File: src/rtl/score_counter.sv
// Frame-synchronous score keeper: accumulates kills into a pending register and commits them on each frame tick.
// Optional persistent high-score register is built when SCORE_HIGHSCORE_EN is defined.
module score_counter #(
  parameter int MAX_SCORE       = 99,
  parameter int POINTS_PER_KILL = 1,
  parameter int KILL_W          = 3
) (
  input  logic              Clk,
  input  logic              Reset,
  input  logic              Game_Start,
  input  logic              Player_Dead,
  input  logic [KILL_W-1:0] Kill_Count,
  input  logic              Frame_Clk,
  output logic [9:0]        Total_Score,
  output logic [9:0]        High_Score,
  output logic              Score_Changed,
  output logic [1:0]        Game_State
);

  // state        | meaning
  // ST_IDLE      | after reset, kills ignored, waiting for Game_Start
  // ST_PLAYING   | kills accumulate into pending, committed on frame ticks
  // ST_GAME_OVER | kills ignored, first tick flushes pending, then score frozen
  typedef enum logic [1:0] {
    ST_IDLE      = 2'b00,
    ST_PLAYING   = 2'b01,
    ST_GAME_OVER = 2'b10
  } state_t;

  localparam logic [10:0] MAX_11 = 11'(MAX_SCORE);

  state_t      state, state_nxt;
  logic        frame_q;
  logic        frame_tick;
  logic [9:0]  pending;
  logic        clear;
  logic        commit;
  logic [10:0] kill_pts;
  logic [10:0] pend_sum;
  logic [10:0] total_sum;
  logic [9:0]  pend_new;
  logic [9:0]  total_new;

  function automatic logic [9:0] sat(input logic [10:0] x);
    if (x > MAX_11) return MAX_11[9:0];
    else            return x[9:0];
  endfunction

  assign frame_tick = Frame_Clk & ~frame_q;
  assign kill_pts   = (state == ST_PLAYING) ? 11'(Kill_Count) * 11'(POINTS_PER_KILL) : 11'd0;
  assign pend_sum   = {1'b0, pending} + kill_pts;
  assign total_sum  = {1'b0, Total_Score} + {1'b0, pending} + kill_pts;
  assign pend_new   = sat(pend_sum);
  assign total_new  = sat(total_sum);
  assign Game_State = state;

  always_ff @(posedge Clk or negedge Reset) begin
    if (!Reset) state <= ST_IDLE;
    else        state <= state_nxt;
  end

  // Game_Start outranks both Player_Dead and a coincident frame tick.
  always_comb begin
    state_nxt = state;
    clear     = 1'b0;
    commit    = 1'b0;
    case (state)
      ST_IDLE: begin
        if (Game_Start) begin
          state_nxt = ST_PLAYING;
          clear     = 1'b1;
        end else begin
          commit = frame_tick;
        end
      end
      ST_PLAYING: begin
        if (Game_Start) begin
          clear = 1'b1;
        end else begin
          commit = frame_tick;
          if (Player_Dead) state_nxt = ST_GAME_OVER;
        end
      end
      ST_GAME_OVER: begin
        if (Game_Start) begin
          state_nxt = ST_PLAYING;
          clear     = 1'b1;
        end else begin
          commit = frame_tick;
        end
      end
      default: state_nxt = ST_IDLE;
    endcase
  end

  always_ff @(posedge Clk or negedge Reset) begin
    if (!Reset) begin
      frame_q       <= 1'b0;
      pending       <= '0;
      Total_Score   <= '0;
      Score_Changed <= 1'b0;
    end else begin
      frame_q       <= Frame_Clk;
      Score_Changed <= 1'b0;
      if (clear) begin
        Total_Score <= '0;
        pending     <= '0;
      end else if (commit) begin
        Total_Score   <= total_new;
        pending       <= '0;
        Score_Changed <= (total_new != Total_Score);
      end else if (state == ST_PLAYING) begin
        pending <= pend_new;
      end
    end
  end

`ifdef SCORE_HIGHSCORE_EN
  // Only sample once pending is flushed, so the best score is the final committed one.
  always_ff @(posedge Clk or negedge Reset) begin
    if (!Reset) begin
      High_Score <= '0;
    end else if (state == ST_GAME_OVER && pending == '0 && Total_Score > High_Score) begin
      High_Score <= Total_Score;
    end
  end
`else
  assign High_Score = '0;
`endif

endmodule

File: config.mk
export PLATFORM = sky130hd
export DESIGN_NAME = score_counter
export DESIGN_NICKNAME = d
export VERILOG_FILES = /design/src/rtl/score_counter.sv
export SDC_FILE = /design/constraint.sdc
export NUM_CORES = 1
export LEC_CHECK = 0
export ABC_AREA = 1
export BUFFER_PORTS_ARGS = -buffer_cell sky130_fd_sc_hd__buf_4
export CORE_AREA = 3 3 64 66
export DETAILED_ROUTE_END_ITERATION = 10
export DIE_AREA = 0 0 67 69
export PLACE_DENSITY = 0.8
export RECOVER_POWER = 25
export SLEW_MARGIN = 20
export SYNTH_ARGS = -nofsm -noshare
export SYNTH_HDL_FRONTEND = slang
export SYNTH_SLANG_ARGS = --single-unit
File: constraint.sdc
create_clock -name Clk -period 6.9 [get_ports Clk]
set_clock_uncertainty 0.2 [all_clocks]
set_input_delay 0.69 -clock Clk [delete_from_list [all_inputs] [get_ports Clk]]
set_output_delay 0.69 -clock Clk [all_outputs]
set_load 0.1 [all_outputs]
### Word level (Yosys, flattened, before mapping)

Cells that the tools add are included.

* add/subtract/negate cells: 3
* order comparisons: 2
* equality and inequality tests: 6
* muxes and demuxes: 18
* bitwise gates (word level): 2
* reduce and logical (&&, ||, !) cells: 6

Operator list (number)
* 10-bit two-way mux: 7
* 11-bit by 7-bit > comparator with 1-bit output, second input constant: 2
* 10-bit by 10-bit adder with 11-bit output: 1
* 10-bit by 3-bit adder with 11-bit output: 1
* 11-bit by 3-bit adder with 11-bit output: 1
* 10-bit != test: 1
* 1-bit two-way mux: 6
* 2-bit two-way mux: 3
* 2-bit != test, second input constant: 2
* 2-bit one-hot mux with 2 select lines: 1
* 3-bit two-way mux: 1
* 3-bit AND reduction: 1
* 3-bit nonzero test: 1
* 3-bit OR reduction: 1
* 2-bit by 1-bit == test with 1-bit output, second input constant: 1
* 2-bit == test, second input constant: 1
* 2-bit zero test: 1
* 2-bit by 1-bit != test with 1-bit output, second input constant: 1
* 2-bit nonzero test: 1
* 2-bit OR reduction: 1
* 1-bit AND: 1
* 1-bit inverter: 1

* flip-flop bits (word level): 24

### Longest topological paths before layout

Gate-level depths: netlist of run 1.

* depth in word-level cells: 8
* mapped depth: 26
* depth with buffers taken out: 26

### Least setup slack after synthesis of run 1

Ideal clock, no wire load.

* path kind: register -> register
* from: register state[0] (netlist: Game_State[0])
* to: register Score_Changed
* setup time: 123 ps
* data arrival time: 3709 ps
* required time: 6577 ps
* path slack: 2868 ps
* cell stages (with the launch flop): 27
* path buffers: 1
* path through: dfrtp_1 > inv_1 > nor2_1 > inv_1 > nor2_1 > fa_1 > ha_1 > inv_1 > fa_1 > inv_1 > nand3_1 > nand2_2 > nand2_1 > nand2_1 > nand2_1 > nand2_1 > inv_1 > nand3_2 > nor2_4 > buf_6 > nand2_2 > nand2_1 > nand2_1 > nor2_1 > nand2_1 > nor2_1 > nor2_1

* word-level cells in the longest chain between the ends: 8
* elaborated cells between the ends (all ways): 13

RTL lines
* start, declared: line 32 `state_t state, state_nxt;`
* start signal, assigned: line 59 `else state <= state_nxt;`
* 2-bit by 1-bit == test with 1-bit output: line 50, 67
* 3-bit two-way mux: line 50 `assign kill_pts = (state == ST_PLAYING) ? 11'(Kill_Count) * 11'(POINTS_PER_KILL) : 11'd0;`
* 11-bit by 3-bit adder with 11-bit output: line 52 `assign total_sum = {1'b0, Total_Score} + {1'b0, pending} + kill_pts;`
* 11-bit by 7-bit > comparator with 1-bit output: line 45 `if (x > MAX_11) return MAX_11[9:0];`
* 10-bit two-way mux: line 45
* 10-bit != test: line 111 `Score_Changed <= (total_new != Total_Score);`
* 1-bit two-way mux: line 108 `end else if (commit) begin`
* 1-bit two-way mux *: line 105 `if (clear) begin`
* end signal, assigned: line 111
* end, declared: line 16 `output logic Score_Changed,`

Mark *: on every way between the ends. The rest lies on a longest branch, timed or not.
A chain may end at the register's enable or synchronous reset.

### Worst setup path after layout of run 1

Ends and elaborated chain as after synthesis.

==> flow_summary.json, run 1 <==
{
  "avgViaCountPerCell": 5.20,
  "setup_tns_ns": 0,
  "worstSetupPathType": "reg -> reg",
  "initial_core_util_pct": 60.1,
  "grt_overflow": 0,
  "drive_above_1_share_pct": 12.1,
  "synth_top_family_by_area": "simple AND/OR/NAND/NOR gates",
  "synth_cell_types": 28,
  "cp.required_ns": 6.86,
  "setup_viol": 0,
  "tightest_slew_ns": 1.24,
  "antenna_found_initial": 0,
  "worst_slack_ns": 3.05,
  "synth_fa_ha_area_share_pct": 15.5,
  "totalWireLength_mm": 4.53,
  "rsz0062_at_grt": "no",
  "placed_area_sq_mm": 0.00234,
  "drtPass1Iterations": 4,
  "place_congestion": 0.855,
  "core_sq_mm": 0.00363,
  "crit_path_frequent_cell": "nand2_1",
  "routedWlPerCell_um": 11.7,
  "cts_hold_buf": 0,
  "hpwl_mm": 3.73,
  "die_h_um": 69,
  "numCtsBuffers": 3,
  "irDropWorstVdd_uv": 252,
  "area_delta_synth_final_pct": 10.1,
  "pwr_density_cell_mw_per_mm2": 275,
  "hold_viol": 0,
  "place_ws_ns": 2.99,
  "cts_sinks": 24,
  "final_common_cell": "nand2_1",
  "cts_setup_buffers": 0,
  "leakagePower_uw": 0.00141,
  "vias": 2006,
  "max-slew-margin-rel_pct": 17.4,
  "synth_area_sq_mm": 0.00218,
  "die_w_um": 67,
  "clk_pin_slew_ns": 0.08,
  "critPathMaxFanout": 12,
  "avgSynthCellArea_sq_um": 6.89,
  "arrival_ns": 3.81,
  "cts_buffer_depth": 2,
  "synth-async-reset-ratio_pct": 100,
  "max_stage_delay_ns": 0.47,
  "die_area_sq_mm": 0.00462,
  "maxSlewViolCount": 0,
  "crit_buf_inv": 5,
  "fill_cells": 339,
  "drtIter0Drc": 85,
  "cts_root_buf": "clkbuf_8",
  "design_area_sq_mm": 0.00240,
  "cp_top_family": "simple AND/OR/NAND/NOR gates",
  "synth_edf_count": 0,
  "seq_area_frac_synth_pct": 27.5,
  "synth_compound_area_share_pct": 7.74,
  "cts_tree": "done",
  "drc": 0,
  "most-common-layout-cells": "88 x nand2_1, 57 x inv_1, 28 x nor2_1",
  "postRouteAntennaNets": 0,
  "min_period_over_period_pct": 55.8,
  "port_buffers": 20,
  "fmax_mhz": 260,
  "grt_pass1_vias": 1760,
  "finalNetCount": 371,
  "finalCriticalPeriod_ns": 3.85,
  "status": "finished, final reports clean",
  "synth.area.mux_share_pct": 0,
  "htreeDepth": 1,
  "grt_max_degree": 25,
  "synthFlopType": "dfrtp_1",
  "yosys_warnings": 0,
  "pin_count": 31,
  "synthSimpleGateAreaFrac_pct": 33.6,
  "n_antenna_cell": 0,
  "grt_pass1_wl_mm": 7.40,
  "worstSkewPairLatency_ns": 0.27,
  "rows": 22,
  "drv.max_cap_violation_count": 0,
  "grt_use_total_pct": 20.1,
  "synthXorXnorAreaFrac_pct": 1.20,
  "start_kind": "register",
  "slowest_stage": "fa_1",
  "end_kind": "register",
  "postCtsResizedCells": 0,
  "hp-class": "in -> reg",
  "ys_ff_latch": 24,
  "netlist_instances": 317
}
==> worst register-to-register path: stages (launching register included) <==
cell	delay (ns)
dfrtp_1	0.42
inv_1	0.07
nor2_1	0.16
inv_1	0.12
nor2_1	0.26
fa_1	0.47
ha_1	0.27
inv_1	0.09
fa_1	0.18
inv_1	0.05
nand3_1	0.10
nand2_2	0.09
nand2_1	0.08
nand2_1	0.05
nand2_1	0.05
nand2_1	0.06
inv_1	0.07
nand3_2	0.09
nor2_4	0.28
nand2_1	0.15
nand2_1	0.08
nand2_1	0.05
nor2_1	0.10
nand2_1	0.06
nor2_1	0.10
nor2_1	0.04
==> power by group <==
group          internal (uW)  switching, uW
Combinational           95.5            261
Clock                   77.6           46.6
Sequential               158           23.4
==> synthesized netlist by cell type (2+ instances only) <==
cell type / count / share of area, %
xor2_1: 3 / 1.2
buf_4: 10 / 3.4
o21ai_0: 16 / 3.7
dfrtp_1: 24 / 28
o22ai_1: 4 / 1.1
nand2_2: 9 / 2.6
nand3_1: 25 / 5.7
fa_1: 5 / 4.6
ha_1: 19 / 11
a21oi_2: 2 / 0.80
nand2_1: 88 / 15
nor2_1: 28 / 4.8
inv_1: 57 / 9.8
nand4_1: 5 / 1.4
nor3_1: 2 / 0.46
a21oi_1: 6 / 1.4
nand3_2: 3 / 1.4
==> final cells by class <==
| class | count | area, sq um | area share [%] |
|---|---|---|---|
| inverters | 59 | 223 | 9.26 |
| well taps | 48 | 60.1 | 2.50 |
| multi-input cells | 231 | 1300 | 54.2 |
| clock buffers | 3 | 41.3 | 1.72 |
| repair buffers | 20 | 146 | 6.09 |
| clock inverters | 1 | 30.0 | 1.25 |
| flip-flops and latches | 24 | 601 | 25.0 |
==> kinds of logic after synthesis <==
| family | count (synthesis) |
|---|---|
| AO/OA/AOI/OAI | 30 |
| XOR/XNOR | 3 |
| adder cells (fa/ha/maj) | 24 |
| buffers and inverters | 71 |
| flip-flops | 24 |
| other | 1 |
| AND/OR/NAND/NOR | 164 |
==> final timing paths <==
path,from,end,slack [ns],depth (start not counted)
min reg2reg,Total_Score[7],Total_Score[7],0.35,2
max,Game_State[0],Score_Changed,3.05,25
min,Frame_Clk,frame_q,0.34,1
min in group asynchronous,Reset,Total_Score[7],0.46,1
max in group asynchronous,Reset,Score_Changed,5.31,1
max reg2reg,Game_State[0],Score_Changed,3.05,25
==> per-layer routing <==
| layer | GRT usage, % | vias up | wire length [um] |
|---|---|---|---|
| met4 | 5.86 | 0 | 66 |
| met3 | 2.28 | 7 | 159 |
| li1 | - | 1018 | - |
| met1 | 28.2 | 938 | 2070 |
| met2 | 32.2 | 43 | 2230 |
| met5 | 0 | - | 0 |
==> sequential cells by signal, summed over array words and instances (netlist names) <==
signal / count
Game_State: 2
frame_q: 1
Total_Score: 10
Score_Changed: 1
pending: 10
==> metrics by stage <==
stage | hold WS [ns] | power [uW] | util [%] | instances
floorplan | 0.194 | 468 | - | 326
global placement | 0.331 | 531 | 64.3 | 382
detailed placement | 0.334 | 540 | 64.3 | 382
CTS | 0.108 | 665 | 66.3 | 386
global route | 0.333 | 714 | 66.2 | 386
finish | 0.336 | 662 | 66.2 | 386
Power figures use the tool's default switching activity.
==> run 2, diff against run 1 <==
--- a/config.mk
+++ b/config.mk
@@ -5,12 +5,12 @@
 export SDC_FILE = /design/constraint.sdc
 export NUM_CORES = 1
 export LEC_CHECK = 0
-export ABC_AREA = 1
+export ABC_AREA = 0
 export BUFFER_PORTS_ARGS = -buffer_cell sky130_fd_sc_hd__buf_4
-export CORE_AREA = 3 3 64 66
+export CORE_AREA = 3 3 63 65
 export DETAILED_ROUTE_END_ITERATION = 10
-export DIE_AREA = 0 0 67 69
-export PLACE_DENSITY = 0.8
+export DIE_AREA = 0 0 66 68
+export PLACE_DENSITY = 0.75
 export RECOVER_POWER = 25
 export SLEW_MARGIN = 20
 export SYNTH_ARGS = -nofsm -noshare
==> constraint.sdc (replaced) <==
create_clock -name Clk -period 3.95 [get_ports Clk]
set_clock_uncertainty 0.2 [all_clocks]
set_input_delay 0.395 -clock Clk [delete_from_list [all_inputs] [get_ports Clk]]
set_output_delay 0.395 -clock Clk [all_outputs]
set_load 0.1 [all_outputs]
==> flow_summary.json, run 2 <==
{
  "cts_sinks": 24,
  "synthTopCellsByArea": "dfrtp_1 31%, ha_1 12%, fa_1 5.1%",
  "core_sq_mm": 0.00339,
  "synthDominantCellAreaShare_pct": 30.6,
  "initial_core_util_pct": 57.9,
  "min_period_over_period_pct": 97.0,
  "drtPass1Iterations": 4,
  "maxSlewViolCount": 0,
  "pin_count": 31,
  "cp.required_ns": 3.96,
  "tightest_slew_ns": 1.29,
  "numCtsBuffers": 3,
  "die_h_um": 68,
  "synth_area_sq_mm": 0.00196,
  "postRouteAntennaNets": 0,
  "place_congestion": 0.886,
  "hp-class": "in -> reg",
  "status": "finished, final reports clean",
  "synth_top_area_cell": "dfrtp_1",
  "grt_pass1_vias": 1465,
  "finalCriticalPeriod_ns": 3.83,
  "irDropWorstVdd_uv": 112,
  "grt_overflow": 0,
  "port_buffers": 20,
  "synthFlopType": "dfrtp_1",
  "crit_buf_inv": 1,
  "cts_buffer_depth": 2,
  "end_kind": "register",
  "multi_input_area_sq_mm": 0.00129,
  "antenna_found_initial": 0,
  "ys_ff_latch": 24,
  "area_delta_synth_final_pct": 14.5,
  "htreeDepth": 1,
  "synth_edf_count": 0,
  "cp_top_family": "simple AND/OR/NAND/NOR gates",
  "yosys_warnings": 0,
  "stdcell_count": 291,
  "clk_pin_slew_ns": 0.14,
  "fmax_mhz": 261,
  "die_w_um": 66,
  "avgSynthCellArea_sq_um": 9.05,
  "hpwl_mm": 3.13,
  "drive_above_1_share_pct": 18.8,
  "critPathMaxFanout": 7,
  "fill_cells": 275,
  "leakagePower_uw": 0.00115,
  "die_area_sq_mm": 0.00449,
  "routedWlPerCell_um": 13.8,
  "synthTopCellsByCount": "24 x dfrtp_1, 21 x nand2_1, 19 x ha_1",
  "final_common_cell": "buf_4",
  "path_cells": "nor2b_4 -> and2_4 -> fa_1 -> ha_2 -> inv_1 -> fa_2 -> nor2b_2 -> o2111ai_2 -> a31oi_1 -> xnor2_1 -> nand4_1 -> or3_4 -> o41ai_2 -> o22ai_1",
  "hold_viol": 0,
  "setup_viol": 0,
  "max-slew-margin-rel_pct": 14.3,
  "arrival_ns": 3.84,
  "totalWireLength_mm": 4.01,
  "netlist_instances": 217,
  "most-common-layout-cells": "26 x buf_4, 22 x dfrtp_1, 21 x nand2_1",
  "worstSkewPairLatency_ns": 0.32,
  "yosys.cell_count.top_type": "dfrtp_1",
  "grt_pass1_wl_mm": 6.96,
  "placed_area_sq_mm": 0.00214,
  "n_antenna_cell": 0,
  "start_kind": "register",
  "cts_root_buf": "clkbuf_4",
  "seq_area_frac_synth_pct": 30.6,
  "grt_max_degree": 25,
  "synth_cell_types": 46,
  "max_stage_delay_ns": 0.52,
  "finalNetCount": 278,
  "design_area_sq_mm": 0.00225,
  "whs_ns": 0.0318,
  "synth-async-reset-ratio_pct": 100,
  "avgViaCountPerCell": 5.50,
  "dp.cells": 281,
  "grt_use_total_pct": 19.9,
  "rows": 21,
  "seqCellArea_sq_um": 608,
  "cts_tree": "done",
  "drc": 0,
  "pwr_density_cell_mw_per_mm2": 292,
  "slowest_stage": "dfrtp_4",
  "worstSetupPathType": "reg -> reg",
  "drv.max_cap_violation_count": 0,
  "drtIter0Drc": 72,
  "vias": 1600
}
## run 2: layout make-up
cell class / instances / area share (%)
clock buffer: 4 / 1.61
inverter: 10 / 1.67
multi-input combinational: 178 / 57.3
sequential: 24 / 27.1
tap: 46 / 2.56
timing repair buffer: 29 / 9.74
## run 2: cells by family (layout without fill, tap and decap cells)
kind of cell,Yosys count,after routing,share of synthesized area (%)
simple gates,77,77,19.4
xor+xnor,14,14,6.25
other cells,1,10,0.191
flops,24,24,30.6
compound gates,50,50,17.8
buf+inv,24,43,6.95
mux,3,3,1.53
fa+ha+maj,24,24,17.2
## run 2: layer usage
layer	global-route usage, %	wire length [um]	up-vias
met1	27.9	1850	753
met2	33.4	1890	38
li1	-	-	805
met3	1.97	247	4
met4	4.57	28	0
met5	0	0	-
## run 2: report_power, final
part	switching (uW)	total, uW	internal (uW)
sequential	14.4	271	257
clock	78.3	135	56.3
combinational	174	250	76.0
## run 2: path summary, 6_finish.rpt
path | start | endpoint | slack (ns) | cells after the start
max | Game_State[0] | Score_Changed | 0.12 | 14
min | Game_Start | Game_State[1] | 0.03 | 2
max reg2reg | Game_State[0] | Score_Changed | 0.12 | 14
min reg2reg | Game_State[0] | Game_State[0] | 0.34 | 1
max in group asynchronous | Reset | Game_State[1] | 1.98 | 2
min in group asynchronous | Reset | Total_Score[0] | 0.66 | 2
## run 2: what timing repair did
action | CTS | global route
hold buffers | 2 | 0
setup buffers | 0 | 4
gates resized for setup | 1 | 6
hold endpoints to repair | 25 | 0
pin swaps | 0 | 3
endpoints found under the setup margin | 2 | 4
## run 2: worst register-to-register path, cell delays in order, from the launching register on
cell and delay (ns):
dfrtp_4 0.52, nor2b_4 0.15, and2_4 0.17, fa_1 0.49, ha_2 0.19, inv_1 0.06, fa_2 0.35, nor2b_2 0.15
o2111ai_2 0.13, a31oi_1 0.22, xnor2_1 0.14, nand4_1 0.13, or3_4 0.44, o41ai_2 0.28, o22ai_1 0.10
## run 2: through the flow
stage / TNS, ns / utilization, % / setup slack [ns] / power, uW
2_1_floorplan: 0 / - / 0.0300 / 470
3_3_place_gp: 0 / 63.2 / 0.0873 / 516
3_5_place_dp: -0.0165 / 63.2 / -0.0165 / 518
4_1_cts: 0 / 65.0 / 0.0464 / 655
5_1_grt: -0.0223 / 66.3 / -0.0223 / 694
6_report: 0 / 66.3 / 0.117 / 656
